==> src/rtl/fetch_ctrl.sv <==
// Instruction-fetch sequencer: owns the PC, drives the instruction BRAM address,
// strobes f_valid once read data is valid, and advances on back-end retire events.
module fetch_ctrl #(
  parameter int                 ADDR_W   = 14,
  parameter logic [ADDR_W-1:0]  RESET_PC = '0
) (
  input  logic              clk,
  input  logic              rstn,
  input  logic              start,
  input  logic              halt,
  input  logic              write_finish,
  input  logic              store_finish,
  input  logic              jump_finish,
  input  logic [ADDR_W-1:0] jump_target,
  input  logic              uart_send_valid,
  output logic [ADDR_W-1:0] imem_addr,
  output logic              f_valid,
  output logic [ADDR_W-1:0] pc,
  output logic              busy,
  output logic              halted,
  output logic [31:0]       instret,
  output logic              err
);

  typedef enum logic [2:0] {
    S_IDLE,
    S_ADDR,
    S_ISSUE,
    S_WAIT,
    S_HALTED
  } state_t;

  localparam logic [ADDR_W-1:0] PC_STEP = {{(ADDR_W-1){1'b0}}, 1'b1};

  state_t            state, next_state;
  logic [ADDR_W-1:0] next_pc;
  logic              retire;
  logic              accept;

  // Simultaneous finish pulses collapse into a single retire.
  assign retire = write_finish | store_finish | jump_finish | uart_send_valid;

  // NOTE: every output of this block gets a default first, so no path leaves a
  // value unassigned and no latch is inferred.
  always_comb begin
    next_state = state;
    next_pc    = pc;
    accept     = 1'b0;
    unique case (state)
      S_IDLE:   if (start) next_state = S_ADDR;
      S_ADDR:   next_state = S_ISSUE;
      S_ISSUE:  next_state = S_WAIT;
      S_WAIT: begin
        if (retire) begin
          accept     = 1'b1;
          next_pc    = jump_finish ? jump_target : pc + PC_STEP;
          next_state = halt ? S_HALTED : S_ADDR;
        end
      end
      S_HALTED: next_state = S_HALTED;
      default:  next_state = S_IDLE;
    endcase
  end

  // Outputs are registered from next_state so they line up with the state they
  // describe, with no combinational path from inputs to outputs.
  // NOTE: sequential state uses non-blocking assignments so every register
  // samples pre-edge values regardless of statement order.
  always_ff @(posedge clk or negedge rstn) begin
    if (!rstn) begin
      state     <= S_IDLE;
      pc        <= RESET_PC;
      imem_addr <= RESET_PC;
      f_valid   <= 1'b0;
      busy      <= 1'b0;
      halted    <= 1'b0;
      instret   <= '0;
      err       <= 1'b0;
    end else begin
      state     <= next_state;
      pc        <= next_pc;
      imem_addr <= next_pc;
      f_valid   <= (next_state == S_ISSUE);
      busy      <= (next_state == S_ADDR) || (next_state == S_ISSUE) ||
                   (next_state == S_WAIT);
      halted    <= (next_state == S_HALTED);
      if (accept) instret <= instret + 32'd1;
      if (retire && state != S_WAIT) err <= 1'b1;
    end
  end

endmodule

==> config.mk <==
export PLATFORM = sky130hd
export DESIGN_NAME = fetch_ctrl
export DESIGN_NICKNAME = d
export VERILOG_FILES = /design/src/rtl/fetch_ctrl.sv
export SDC_FILE = /design/constraint.sdc
export NUM_CORES = 1
export LEC_CHECK = 0
export CELL_PAD_IN_SITES_DETAIL_PLACEMENT = 1
export CELL_PAD_IN_SITES_GLOBAL_PLACEMENT = 1
export CORE_ASPECT_RATIO = 1.2
export CORE_UTILIZATION = 36
export CTS_BUF_LIST = sky130_fd_sc_hd__clkbuf_4
export DETAILED_ROUTE_END_ITERATION = 7
export GPL_TIMING_DRIVEN = 0
export PLACE_DENSITY_LB_ADDON = 0.1
export SLEW_MARGIN = 20
export SYNTH_ARGS = -nofsm -noshare
export SYNTH_HDL_FRONTEND = slang
export SYNTH_SLANG_ARGS = --single-unit
==> constraint.sdc <==
create_clock -name clk -period 1.69 [get_ports clk]
set_clock_uncertainty 0.05 [all_clocks]
set_input_delay 0.2535 -clock clk [delete_from_list [all_inputs] [get_ports clk]]
set_output_delay 0.2535 -clock clk [all_outputs]
set_load 0.01 [all_outputs]
* After elaboration in Yosys (flattened, before gate mapping)
Index checks and enable logic that the tools add are counted.
** Storage, ports and cells
- Register bits :: 53
- Input port bits :: 22
** Operators by class
- Add/sub/neg operators :: 2
- Equality and inequality tests :: 9
- Multiplexer cells :: 7
- Bitwise logic cells :: 3
- Reduce and logical (&&, ||, !) cells :: 5
** Operator list (count)
- adder 32 x 1 -> 32 bit, second input constant :: 1
- case mux 3 bit (5 select lines) :: 1
- adder 14 x 1 -> 14 bit, second input constant :: 1
- 2-to-1 mux 14 bit :: 1
- equality test 3 x 2 -> 1 bit, second input constant :: 4
- 2-to-1 mux 3 bit :: 3
- equality test 3 x 1 -> 1 bit, second input constant :: 2
- equality test 3 bit, second input constant :: 2
- logical NOT 3 bit :: 1
- inequality test 3 x 2 -> 1 bit, second input constant :: 1
- bitwise OR 1 bit :: 3
- logical OR 1 bit :: 2
- 2-to-1 mux 1 bit :: 2
- AND reduction 2 bit :: 1
- logical AND 1 bit :: 1

* Depth between registers and ports, before layout
Gate-level depths: netlist (run 1).
- Depth in word-level cells :: 8
- Depth in mapped cells :: 7

* Worst setup path before layout (run 1)
OpenSTA, ideal clock, no wires.
- Path type :: register to register
- Start :: reg instret[3]
- End :: reg instret[23]
- Data arrival time :: 1438 ps
- Slack :: 75 ps
- Stages on the path, launching flop included :: 6
- Path through :: dfrtp_1 and4_2 nand2_4 nor4_4 nand4_1 xnor2_1
** On the way
- Word-level cells in the longest chain between the ends :: 1
** Ends and longest elaborated chain
- from (decl) :: line 21 : output logic [31:0] instret,
- from (signal assigned) :: line 87 : if (accept) instret <= instret + 32'd1;
- adder 32 x 1 -> 32 bit :: line 87
Every way passes these cells.
A chain may end at the register's enable or synchronous reset.

* Worst setup path in the final report (run 1)
- Start :: reg state[2]
- End :: reg instret[25]
** On the way
- Word-level cells in the longest chain between the ends :: 2
** Ends and longest elaborated chain
- from (decl) :: line 35 : state_t state, next_state;
- from (signal assigned) :: line 80 : state <= next_state;
- equality test 3 x 2 -> 1 bit :: line 49 : unique case (state)
- 2-to-1 mux 1 bit :: line 49
Every way passes these cells.

==> impl_metrics.ini, run 1 <==
[run_status]
outcome = complete, no violations

[finish]
area_growth_pct = 63.13
num_antenna_cells = 0
final_cell_mix = buf_4 (81), clkdlybuf4s50_1 (53), dfrtp_1 (38)
postLayoutCellArea_sq_mm = 0.004429
final_net_count = 448
fin_util_pct = 60.89
final_common_cell = buf_4
drive_above_1_share_pct = 31.84

[critical_path]
r2r_cells = 7
start_kind = register
path_cells = nor2b_2 > buf_6 > nand2_4 > nor4_4 > buf_6 > nand4_1 > xnor2_1
path_depth = 7
cp_max_fo = 7
cpMaxStageDelayCell = dfrtp_2
end_kind = register
path_buf_inv = 2
critical_path.top_delay_family = simple AND/OR/NAND/NOR gates
critical_path_class = register to register
cp_slowest_stage_delay_ns = 0.48
crit_top_cell = buf_6
worst_ep_arrival_time_ns = 1.90
worst_ep_required_time_ns = 1.92

[run]
drv_cap = 0

[routing]
drtIter0Drc = 70
dr_total_vias = 2624
vias_per_cell = 5.105
ant_nets = 0
dr.pass1.iters = 4
drc_errors = 0
post_drt_wl_per_cell_um = 15.98
wirelength_um = 8214

[grt]
antenna_found_initial = 0
grt_pass1_vias = 2592
use_met3_pct = 3.286
met2_usage_pct = 36.35
grt_max_degree = 54
grt_use_met1_pct = 24.71
grtUsageTotal_pct = 20.42
globalRouteOverflowTotal = 0
grt_pass1_wl_um = 12520
grt-busiest-layer = met2

[logic_synthesis]
ys.flop_type = dfrtp_1
ys_seq_area_share_pct = 48.85
ys.warnings.count = 0
synth_top_area_cell = dfrtp_1
synth_edf_count = 0
synth_top_area_share_pct = 48.85
ys_types = 41
syn_nets = 289
synthArstFlopShare_pct = 100.0
ys_ff_latch = 53
syn_area_sq_mm = 0.002715
ys_top_cells_by_area = dfrtp_1 (49%), xnor2_1 (7.7%), buf_4 (4.4%)
synthCells = 265
synth_area_per_cell_sq_um = 10.25

[cts]
cts_max_level = 2
clock_latency_ns = 0.37
clk_pin_slew_ns = 0.16
cts_buffers = 5
clk_path_buf_depth = 2
root_buffer = clkbuf_4
cts_sinks = 53
cts_tree = yes

[power]
seqPwrFrac_pct = 32.6
share_comb_of_total_power_pct = 54.3
power_leakage_uw = 0.002162
p_sw_uw = 1983
p_per_area_mw_per_mm2 = 1231
clock_power_share_pct = 13.1
switching_share_pct = 36.37
internal_power_uw = 3469
vdd_ir_drop_max_mv = 0.8752

[timing]
period_needed_ns = 1.672
hold_viol = 0
max_freq_mhz = 598.1
timing.final.crit_share_pct = 98.93
tightest_slew_ns = 0.7094
rsz0062_at_grt = true
slew_headroom_pct = 52.71
finalSetupViolCount = 0
report.final.slew_viol_count = 0
setup_slack_ns = 0.01802

[place]
gp_congestion = 0.7745
place_area_sq_mm = 0.003676
hpwl_um = 5157
io_buffers = 85
preCtsSetupSlack_ns = -0.7422

[die]
coreArea_sq_mm = 0.007274
num_io_pins = 86
die_y_um = 97.13
fp.dieW_um = 81.28
row_count = 34
die_area_sq_mm = 0.007894
start_util_pct = 37.32

[hold_path]
min_path_type = input port to asynchronous set/reset pin
[per-stage QoR]
stage          hold WS [ns]  std cells  TNS [ns]  total power (uW)
6_report             0.3903        514         0              5452
5_1_grt              0.4126        514   -0.4353              5794
4_1_cts              0.3932        488         0              5239
3_5_place_dp         0.2995        440    -23.05              4166
3_3_place_gp         0.4143        440    -95.93              4100
2_1_floorplan      -0.09209        265         0              3096
[power groups by stage]
stage                     combinational, uW  sequential (uW)  clock [uW]
after floorplan                        1180             1910           0
after global placement                 2200             1900           0
after detailed placement               2260             1910           0
after CTS                              2700             1800         738
after global routing                   3200             1810         784
final                                  2960             1780         714
[cells by family (layout without fill, tap and decap cells)]
group	after synthesis	in the layout	share of synthesized area (%)
AND/OR/NAND/NOR	108	109	22.21
adder cells (fa/ha/maj)	2	2	0.9215
buffers and inverters	23	181	5.530
multiplexers	7	7	2.581
AO/OA/AOI/OAI	41	41	9.908
XOR/XNOR	31	31	10.00
flip-flops	53	53	48.85
[repair_timing]
item / CTS / global route
pin swaps: 7 / 13
setup endpoints to repair: 81 / 58
setup buffers: 39 / 27
hold endpoints to repair: 53 / 0
gates resized for setup: 49 / 30
cloned: 1 / 0
hold buffers: 1 / 0
[cell type report]
| type | count | area (sq um) |
|---|---|---|
| Fill cell | 817 | 2845 |
| Timing Repair Buffer | 152 | 1385 |
| Multi-Input combinational cell | 190 | 1349 |
| Sequential cell | 53 | 1345 |
| Buffer | 20 | 157.7 |
| Tap cell | 90 | 112.6 |
| Clock buffer | 5 | 37.54 |
| Clock inverter | 2 | 35.03 |
| Inverter | 2 | 7.507 |
[flip-flops by register name, indices dropped and copies added (netlist names)]
register	cells
instret	32
pc	14
state	3
busy	1
err	1
f_valid	1
halted	1
[cell usage after synthesis, drive strengths merged, types with 4 or more instances]
master and count:
nor2 16, nand4 13, nor3 8, nand3 15
nand2 31, a22oi 6, o22ai 7, mux2i 7
and3 7, xnor2 24, dfrtp 53, xor2 7
a21oi 15, o21ai 8, buf 19, nand2b 5
and4 4
[metal layers]
layer / wire length, um / up-vias
met1: 3382 / 1298
met3: 295 / 16
met2: 4342 / 72
li1: - / 1238
met5: 0 / -
met4: 194 / 0
[worst paths after layout]
path                                          from                      end  slack [ns]
hold / removal                                rstn  instret[16]$_DFFE_PN0P_        0.39
setup reg to reg                state[2]$_DFF_PN0_  instret[25]$_DFFE_PN0P_        0.02
min in group clk                             start       state[0]$_DFF_PN0_        0.42
hold reg to reg            instret[31]$_DFFE_PN0P_  instret[31]$_DFFE_PN0P_        0.46
max in group asynchronous                     rstn        pc[8]$_DFFE_PN0P_        0.67
setup / recovery                state[2]$_DFF_PN0_  instret[25]$_DFFE_PN0P_        0.02
[worst register-to-register path, cell delays in order (launching register included)]
cell,delay (ns)
dfrtp_2,0.48
nor2b_2,0.13
buf_6,0.16
nand2_4,0.06
nor4_4,0.26
buf_6,0.17
nand4_1,0.12
xnor2_1,0.15
Power figures use the tool's default switching activity.
==> inputs of run 2 (changes only) <==
- RECOVER_POWER: default -> 25
==> run 2 against run 1 <==
Compared with the run above:
- total power barely moved
- first-iteration DRC count fell by 1.4%
- sequential cell count did not move
- critical path depth did not move
- worst hold slack improved by 0.025 ns
- die area did not move
- clock-buffer cell count did not move
- sequential share of layout area did not move
- global-route usage did not move
- utilization did not move
- final cell count did not move
- final area did not move
- critical path type unchanged
- highest routed layer unchanged
==> impl_metrics.ini, run 2 (synthesized netlist as in run 1, its figures left out) <==
[run_status]
outcome = complete, no violations

[timing]
timing.final.crit_share_pct = 98.59
slew_headroom_pct = 48.85
rsz0062_at_grt = true
tightest_slew_ns = 0.7672
finalSetupViolCount = 0
report.final.slew_viol_count = 0
hold_viol = 0
tns_ns = 0
period_needed_ns = 1.666
max_freq_mhz = 600.2
setup_slack_ns = 0.02381

[routing]
wirelength_um = 8211
post_drt_wl_per_cell_um = 15.97
drc_errors = 0
ant_nets = 0
dr.pass1.iters = 4
dr_total_vias = 2616
vias_per_cell = 5.089
drtIter0Drc = 69

[cts]
cts_buffers = 5
clock_latency_ns = 0.37
clk_pin_slew_ns = 0.16
root_buffer = clkbuf_4
clk_path_buf_depth = 2
cts_max_level = 2
cts_tree = yes
cts_sinks = 53

[place]
hpwl_um = 5157
gp_congestion = 0.7745
preCtsSetupSlack_ns = -0.7422
io_buffers = 85

[grt]
grt_max_degree = 54
grt_pass1_vias = 2592
grtUsageTotal_pct = 20.42
antenna_found_initial = 0
globalRouteOverflowTotal = 0
grt_pass1_wl_um = 12520

[finish]
final_cell_mix = buf_4 (80), clkdlybuf4s50_1 (53), dfrtp_1 (38)
final_net_count = 448
num_antenna_cells = 0
top_register = instret
area_growth_pct = 63.13
largestRegisters = instret (32), pc (14), state (3)
final_common_cell = buf_4
fillers = 817
largest_reg_flops = 32
drive_above_1_share_pct = 31.84

[run]
drv_cap = 0

[die]
die_area_sq_mm = 0.007894
num_io_pins = 86
start_util_pct = 37.32
row_count = 34
fp.dieW_um = 81.28
coreArea_sq_mm = 0.007274
die_y_um = 97.13

[power]
total_power_uw = 5451
p_per_area_mw_per_mm2 = 1231
power_leakage_uw = 0.002162
vdd_ir_drop_max_mv = 0.8753

[critical_path]
end_kind = register
worst_ep_arrival_time_ns = 1.89
start_kind = register
cp_max_fo = 7
worst_ep_required_time_ns = 1.92
critical_path_class = register to register

[hold_path]
min_path_type = input port to register
==> run 2: cell types whose count changed in the layout (fill, tap and decap cells not counted) <==
| cell | previous run | this run |
|---|---|---|
| buf_4 | 81 | 80 |
| clkbuf_4 | 5 | 6 |
==> run 2: cell type report <==
type	instances	area, sq um	area share [%]
inverters	2	7.507	0.1695
well taps	90	112.6	2.542
clock inverters	2	35.03	0.7910
repair buffers	152	1385	31.27
multi-input cells	190	1349	30.45
clock buffers	5	37.54	0.8475
plain buffers	20	157.7	3.559
flip-flops and latches	53	1345	30.37
==> run 2: worst max-delay path, cell delays in order (launching register included) <==
cell	delay (ns)
dfrtp_2	0.48
nor2b_2	0.13
buf_6	0.16
nand2_4	0.06
nor4_4	0.26
buf_6	0.17
nand4_1	0.11
xnor2_1	0.15
==> run 2: what timing repair did <==
action | in CTS | in global routing
resized for setup | 49 | 30
endpoints found under the hold margin | 53 | 0
pin swaps | 7 | 13
setup buffers | 39 | 27
gates cloned | 1 | 0
endpoints found under the setup margin | 81 | 58
hold buffers | 1 | 0
==> run 2: metrics by stage <==
stage               util (%)  area (sq um)  cells  hold slack [ns]
floorplan                  -          2715    265         -0.09209
global placement       50.57          3679    440           0.4143
detailed placement     50.53          3676    440           0.2995
CTS                    56.74          4128    488           0.3932
global route           60.89          4429    514           0.4126
finish                 60.89          4429    514           0.4152
==> run 2: routing by layer <==
| layer | global-route usage [%] | vias to the layer above | part of all wire [%] | wire, um |
|---|---|---|---|---|
| met3 | 3.286 | 14 | 3.3 | 272 |
| met2 | 36.35 | 73 | 53 | 4379 |
| li1 | - | 1238 | - | - |
| met4 | 5.495 | 0 | 2.1 | 172 |
| met5 | 0 | - | 0 | 0 |
| met1 | 24.71 | 1291 | 41 | 3386 |
==> run 2: final timing paths <==
check	start	endpoint	slack, ns	cells past startpoint
setup / recovery	state[2]$_DFF_PN0_	instret[25]$_DFFE_PN0P_	0.02	7
hold / removal	start	state[0]$_DFF_PN0_	0.42	3
setup reg to reg	state[2]$_DFF_PN0_	instret[25]$_DFFE_PN0P_	0.02	7
hold reg to reg	instret[31]$_DFFE_PN0P_	instret[31]$_DFFE_PN0P_	0.46	1
max in group asynchronous	rstn	pc[8]$_DFFE_PN0P_	0.59	2
min in group asynchronous	rstn	instret[16]$_DFFE_PN0P_	0.43	2
==> run 2: report_power, final <==
group	switching, uW	total (uW)	internal (uW)	leakage, uW
Sequential	237	1780	1540	0.000668
Clock	413	715	302	0.0000410
Combinational	1330	2960	1630	0.00145
Total	1980	5450	3470	0.00216
